==> src/rtl/ctr_pkg.sv <==
// Shared constants and feeder state encoding for the AES-256-CTR path.
package ctr_pkg;

  localparam int AES_BLK_W    = 128;
  localparam int AES_KEY_W    = 256;
  localparam int CTR_DATA_W   = 1024;
  localparam int CTR_MAX_BLKS = CTR_DATA_W / AES_BLK_W;

  typedef enum logic [1:0] {
    IDLE  = 2'd0,
    ISSUE = 2'd1,
    DONE  = 2'd2
  } feeder_state_e;

endpackage

==> src/rtl/ctr_inc.sv <==
// Combinational W-bit counter incrementer; all ones wraps to zero silently.
module ctr_inc #(
  parameter int W = 128
) (
  input  logic [W-1:0] i_ctr,
  output logic [W-1:0] o_ctr
);

  assign o_ctr = i_ctr + W'(1);

endmodule

==> src/rtl/ctr_block_feeder.sv <==
// Captures a message plus IV and issues (block, IV+i) pairs over valid/ready.
module ctr_block_feeder
  import ctr_pkg::*;
#(
  parameter int DATA_W   = CTR_DATA_W,
  parameter int BLK_W    = AES_BLK_W,
  parameter int MAX_BLKS = DATA_W / BLK_W
) (
  input  logic              clk,
  input  logic              rst,
  input  logic              start,
  input  logic [DATA_W-1:0] plaintext_in,
  input  logic [BLK_W-1:0]  iv,
  input  logic [3:0]        num_blocks,
  output logic              busy,
  output logic              blk_valid,
  input  logic              blk_ready,
  output logic [BLK_W-1:0]  blk_ctr,
  output logic [BLK_W-1:0]  blk_data,
  output logic [2:0]        blk_idx,
  output logic              blk_last,
  output logic              done,
  output feeder_state_e     dbg_state
);

  // Handshake: a block moves when blk_valid & blk_ready at a rising edge.
  // blk_valid comes from state alone, and all blk_* hold until that transfer.

  localparam logic [3:0] MAX_N = 4'(MAX_BLKS);

  feeder_state_e      r_state;
  feeder_state_e      w_next_state;
  logic [DATA_W-1:0]  r_data;
  logic [BLK_W-1:0]   r_ctr;
  logic [BLK_W-1:0]   r_blk_data;
  logic [2:0]         r_idx;
  logic [3:0]         r_n;

  logic [3:0]         w_n_eff;
  logic               w_capture;
  logic               w_xfer;
  logic               w_last;
  logic [2:0]         w_idx_inc;
  logic [BLK_W-1:0]   w_ctr_inc;
  logic [BLK_W-1:0]   w_blocks [MAX_BLKS];

  // Block 0 lives in the most significant slice of the message.
  for (genvar g = 0; g < MAX_BLKS; g++) begin : g_blk
    assign w_blocks[g] = r_data[DATA_W-1-g*BLK_W -: BLK_W];
  end

  assign w_n_eff   = (num_blocks > MAX_N) ? MAX_N : num_blocks;
  assign w_capture = (r_state == IDLE) && start;
  assign w_xfer    = (r_state == ISSUE) && blk_ready;
  assign w_last    = ({1'b0, r_idx} == (r_n - 4'd1));
  assign w_idx_inc = r_idx + 3'd1;

  ctr_inc #(.W(BLK_W)) u_ctr_inc (
    .i_ctr (r_ctr),
    .o_ctr (w_ctr_inc)
  );

  always_ff @(posedge clk or negedge rst) begin
    if (!rst) r_state <= IDLE;
    else      r_state <= w_next_state;
  end

  always_comb begin
    w_next_state = r_state;
    case (r_state)
      IDLE:    if (start) w_next_state = (w_n_eff == 4'd0) ? DONE : ISSUE;
      ISSUE:   if (blk_ready && w_last) w_next_state = DONE;
      DONE:    w_next_state = IDLE;
      default: w_next_state = IDLE;
    endcase
  end

  always_comb begin
    busy      = 1'b0;
    blk_valid = 1'b0;
    blk_last  = 1'b0;
    done      = 1'b0;
    case (r_state)
      ISSUE: begin
        busy      = 1'b1;
        blk_valid = 1'b1;
        blk_last  = w_last;
      end
      DONE: begin
        busy = 1'b1;
        done = 1'b1;
      end
      default: ;
    endcase
  end

  // The next block is preselected into r_blk_data so blk_data is a flop output.
  always_ff @(posedge clk or negedge rst) begin
    if (!rst) begin
      r_data     <= '0;
      r_ctr      <= '0;
      r_blk_data <= '0;
      r_idx      <= '0;
      r_n        <= '0;
    end else if (w_capture) begin
      r_data     <= plaintext_in;
      r_ctr      <= iv;
      r_blk_data <= plaintext_in[DATA_W-1 -: BLK_W];
      r_idx      <= '0;
      r_n        <= w_n_eff;
    end else if (w_xfer && !w_last) begin
      r_idx      <= w_idx_inc;
      r_ctr      <= w_ctr_inc;
      r_blk_data <= w_blocks[w_idx_inc];
    end
  end

  assign blk_ctr   = r_ctr;
  assign blk_data  = r_blk_data;
  assign blk_idx   = r_idx;
  assign dbg_state = r_state;

endmodule
==> config.mk <==
export PLATFORM = sky130hd
export DESIGN_NAME = ctr_block_feeder
export DESIGN_NICKNAME = d
export VERILOG_FILES = /design/src/rtl/ctr_pkg.sv /design/src/rtl/ctr_inc.sv /design/src/rtl/ctr_block_feeder.sv
export SDC_FILE = /design/constraint.sdc
export NUM_CORES = 2
export LEC_CHECK = 0
export CAP_MARGIN = 10
export CORE_AREA = 2 2 560 562
export CTS_CLUSTER_DIAMETER = 120
export DETAILED_ROUTE_END_ITERATION = 6
export DIE_AREA = 0 0 562 564
export GPL_TIMING_DRIVEN = 1
export HOLD_SLACK_MARGIN = 0.1
export PLACE_DENSITY = 0.37
export SLEW_MARGIN = 5
export SYNTH_ARGS = -nofsm -noshare
export SYNTH_HDL_FRONTEND = slang
export SYNTH_SLANG_ARGS = --single-unit
==> constraint.sdc <==
create_clock -name clk -period 4.35 [get_ports clk]
set_input_delay 0.87 -clock clk [delete_from_list [all_inputs] [get_ports clk]]
set_output_delay 0.87 -clock clk [all_outputs]
set_load 0.02 [all_outputs]
==> impl_metrics.json <==
{
  "vdd_drop_max_v": 0.0002806,
  "fin_crit_ns": 4.005,
  "switching_share_pct": 40.48,
  "syn_area_um2": 59450,
  "register_area_um2": 32260,
  "dp.final_hpwl_um": 240500,
  "max_cap_violations": 0,
  "syn_inst": 6433,
  "multi_input_area_um2": 25690,
  "overflow": 0,
  "post_cts_buffers": 0,
  "drv_slew": 0,
  "ant_nets": 0,
  "crit_path_end_kind": "output port",
  "period_share_pct": 92.06,
  "p_leak_nw": 37.34,
  "clk_latency_ns": 0.84,
  "max_freq_mhz": 249.7,
  "ys_ff_latch": 1289,
  "clkSlewWorstSetupHoldPaths_ns": 0.06,
  "cts.sink_count": 1289,
  "place_congestion": 0.8748,
  "gr-usage-all-layers_pct": 19.09,
  "ys_warn_count": 0,
  "clkPwrFrac_pct": 22.7,
  "synth_nets": 7599,
  "tritoncts": "yes",
  "grt_max_degree": 136,
  "layout_common_cells": "nand2_1, clkdlybuf4s50_1, dfrtp_1",
  "rsz0062_at_grt": "false",
  "final_nets": 8975,
  "p_per_area_nw_per_um2": 714.1,
  "firstDrtPassIters": 7,
  "fp.coreArea_um2": 310900,
  "crit_arrival_ns": 3.13,
  "cp_top_family": "buffers and inverters",
  "clockBufferDepth": 4,
  "cts-htree-levels": 4,
  "vias": 52780,
  "wl_per_cell_um": 25.65,
  "slew_headroom_pct": 22.45,
  "crit_path_start_kind": "register",
  "grt_pass1_wl_um": 435200,
  "fp.dieArea_um2": 317000,
  "root_buffer": "clkbuf_16",
  "core.rowCount": 205,
  "start_util_pct": 19.12,
  "status": "complete, but fails checks",
  "rr_startpoint": "blk_ctr[43]$_DFFE_PN0P_",
  "cpMaxStageDelayCell": "clkdlybuf4s50_1",
  "num_io_pins": 1425,
  "drt_wl_total_um": 310600,
  "cp.required_ns": 3.48,
  "ys_seq_area_share_pct": 54.26,
  "pwr-share-seq_pct": 37.0,
  "vias_per_cell": 4.358,
  "setup_violations": 0,
  "die_x_um": 562,
  "synth_cell_types": 63,
  "numCtsBuffers": 169,
  "hold_viol_final": 0,
  "grt_pass1_vias": 54810,
  "violations": "design-rule violations",
  "tightest_slew_ns": 1.162,
  "final_common_cell": "nand2_1",
  "num-fill-cells": 33440,
  "clock_skew_ns": 0.06199,
  "reg2reg_slack_ns": 1.10,
  "slowest_delay_ns": 0.67,
  "antenna_found_initial": 157,
  "crit_fanout": 10,
  "tns_ns": 0,
  "remaining_drc_errors": 3,
  "avgSynthCellArea_um2": 9.242,
  "ys_async_sr_fraction_pct": 100.0,
  "crit_buf_inv": 2,
  "drt_iter0_drc": 3693,
  "worstPathCellList": "inv_1 -> ha_1 -> xor2_1 -> o211ai_2 -> nor3_2 -> clkdlybuf4s50_1",
  "drive_above_1_share_pct": 8.851,
  "power.switching_mw": 24.52,
  "combPwrFrac_pct": 40.4,
  "port_buffers": 1424,
  "place_area_um2": 79440,
  "startpoint": "r_n[0]$_DFFE_PN0P_",
  "synth_flop_cell": "dfrtp_1",
  "design_area_um2": 84840,
  "critPathKind": "reg2out",
  "syn_to_final_growth_pct": 42.70,
  "die_h_um": 564,
  "internal_power_mw": 36.06,
  "hp-start": "r_data[76]$_DFFE_PN0P_",
  "synth-edff-count": 0,
  "min_path_type": "reg2reg"
}
==> sequential cells by signal, indices dropped and copies added, names as in the netlist <==
register   count
r_data      1024
blk_ctr      128
blk_data     128
r_n            4
blk_idx        3
dbg_state      2
==> cell usage after synthesis (all sizes together), types with 32 or more instances <==
library cell	instances	area, um^2
nor3	59	305.3
xnor2	96	840.8
nand2	3238	12160
o21ai	223	1116
nor4	72	529.3
nor2	213	799.5
nand4	84	580.6
a21oi	158	790.8
nand3	59	315.3
dfrtp	1289	32260
clkbuf	357	1341
mux4	256	5766
buf	32	137.6
mux2i	128	1281
==> layout make-up <==
class                      instances  share of cell area, %
clock buffer                     258                  5.805
sequential                      1289                  38.03
tap                             4140                  6.106
timing repair buffer            1594                  19.14
clock inverter                    35                 0.4233
inverter                          22                0.09734
antenna                           39                 0.1150
multi-input combinational       4733                  30.29
==> per-layer routing <==
layer	track usage, %	wire, um	vias up
met4	4.840	8371	122
met5	0	760	-
met3	4.879	21010	529
met2	31.48	146200	1681
li1	-	-	23930
met1	24.81	134300	26520
==> worst register-to-register path: cells and delay by family (launching register included) <==
family,cells,cell delay [ns]
and+or+nand+nor,4,2.12
AOI/OAI and AO/OA,2,0.47
DFF,1,0.56
==> timing repair <==
action,4_1_cts,5_1_grt
hold endpoints to repair,66,0
gates resized for setup,0,1
setup endpoints to repair,0,1
hold buffers,1,0
==> path summary, 6_finish.rpt <==
path,end,cells past startpoint
max reg2reg,blk_ctr[83]$_DFFE_PN0P_,6
min reg2reg,r_data[76]$_DFFE_PN0P_,2
min in group asynchronous,blk_ctr[68]$_DFFE_PN0P_,2
min,r_data[76]$_DFFE_PN0P_,2
max in group asynchronous,r_data[436]$_DFFE_PN0P_,3
max,blk_last,6
==> power groups by stage <==
stage / combinational [mW] / clock [mW] / sequential [mW]
finish: 24.5 / 13.7 / 22.4
global route: 27.0 / 14.7 / 23.1
CTS: 25.0 / 14.2 / 22.4
detailed placement: 24.9 / 0 / 22.6
global placement: 24.8 / 0 / 22.4
floorplan: 13.0 / 0 / 21.8
==> logic make-up (layout without fill, tap and decap cells) <==
group	after synthesis	after routing	synth area share (%)
fa+ha+maj	6	6	0.1263
compound gates	427	427	3.826
mux	385	385	11.87
buf+inv	411	1909	2.627
xor+xnor	117	117	1.724
flops	1289	1289	54.26
simple gates	3798	3798	25.57
other cells	0	39	0
==> through the flow <==
step	total power [mW]	worst slack (ns)	std cells	utilization [%]	hold WS, ns
2_1_floorplan	34.89	1.697	6433	-	0.4403
3_3_place_gp	47.16	0.8927	11780	25.55	0.4529
3_5_place_dp	47.45	0.9357	11780	25.55	0.4567
4_1_cts	61.62	0.1072	12070	27.26	0.4614
5_1_grt	64.68	0.1465	12090	27.27	0.4848
6_report	60.58	0.3455	12110	27.29	0.4682
(Power assumes the default switching activity.)
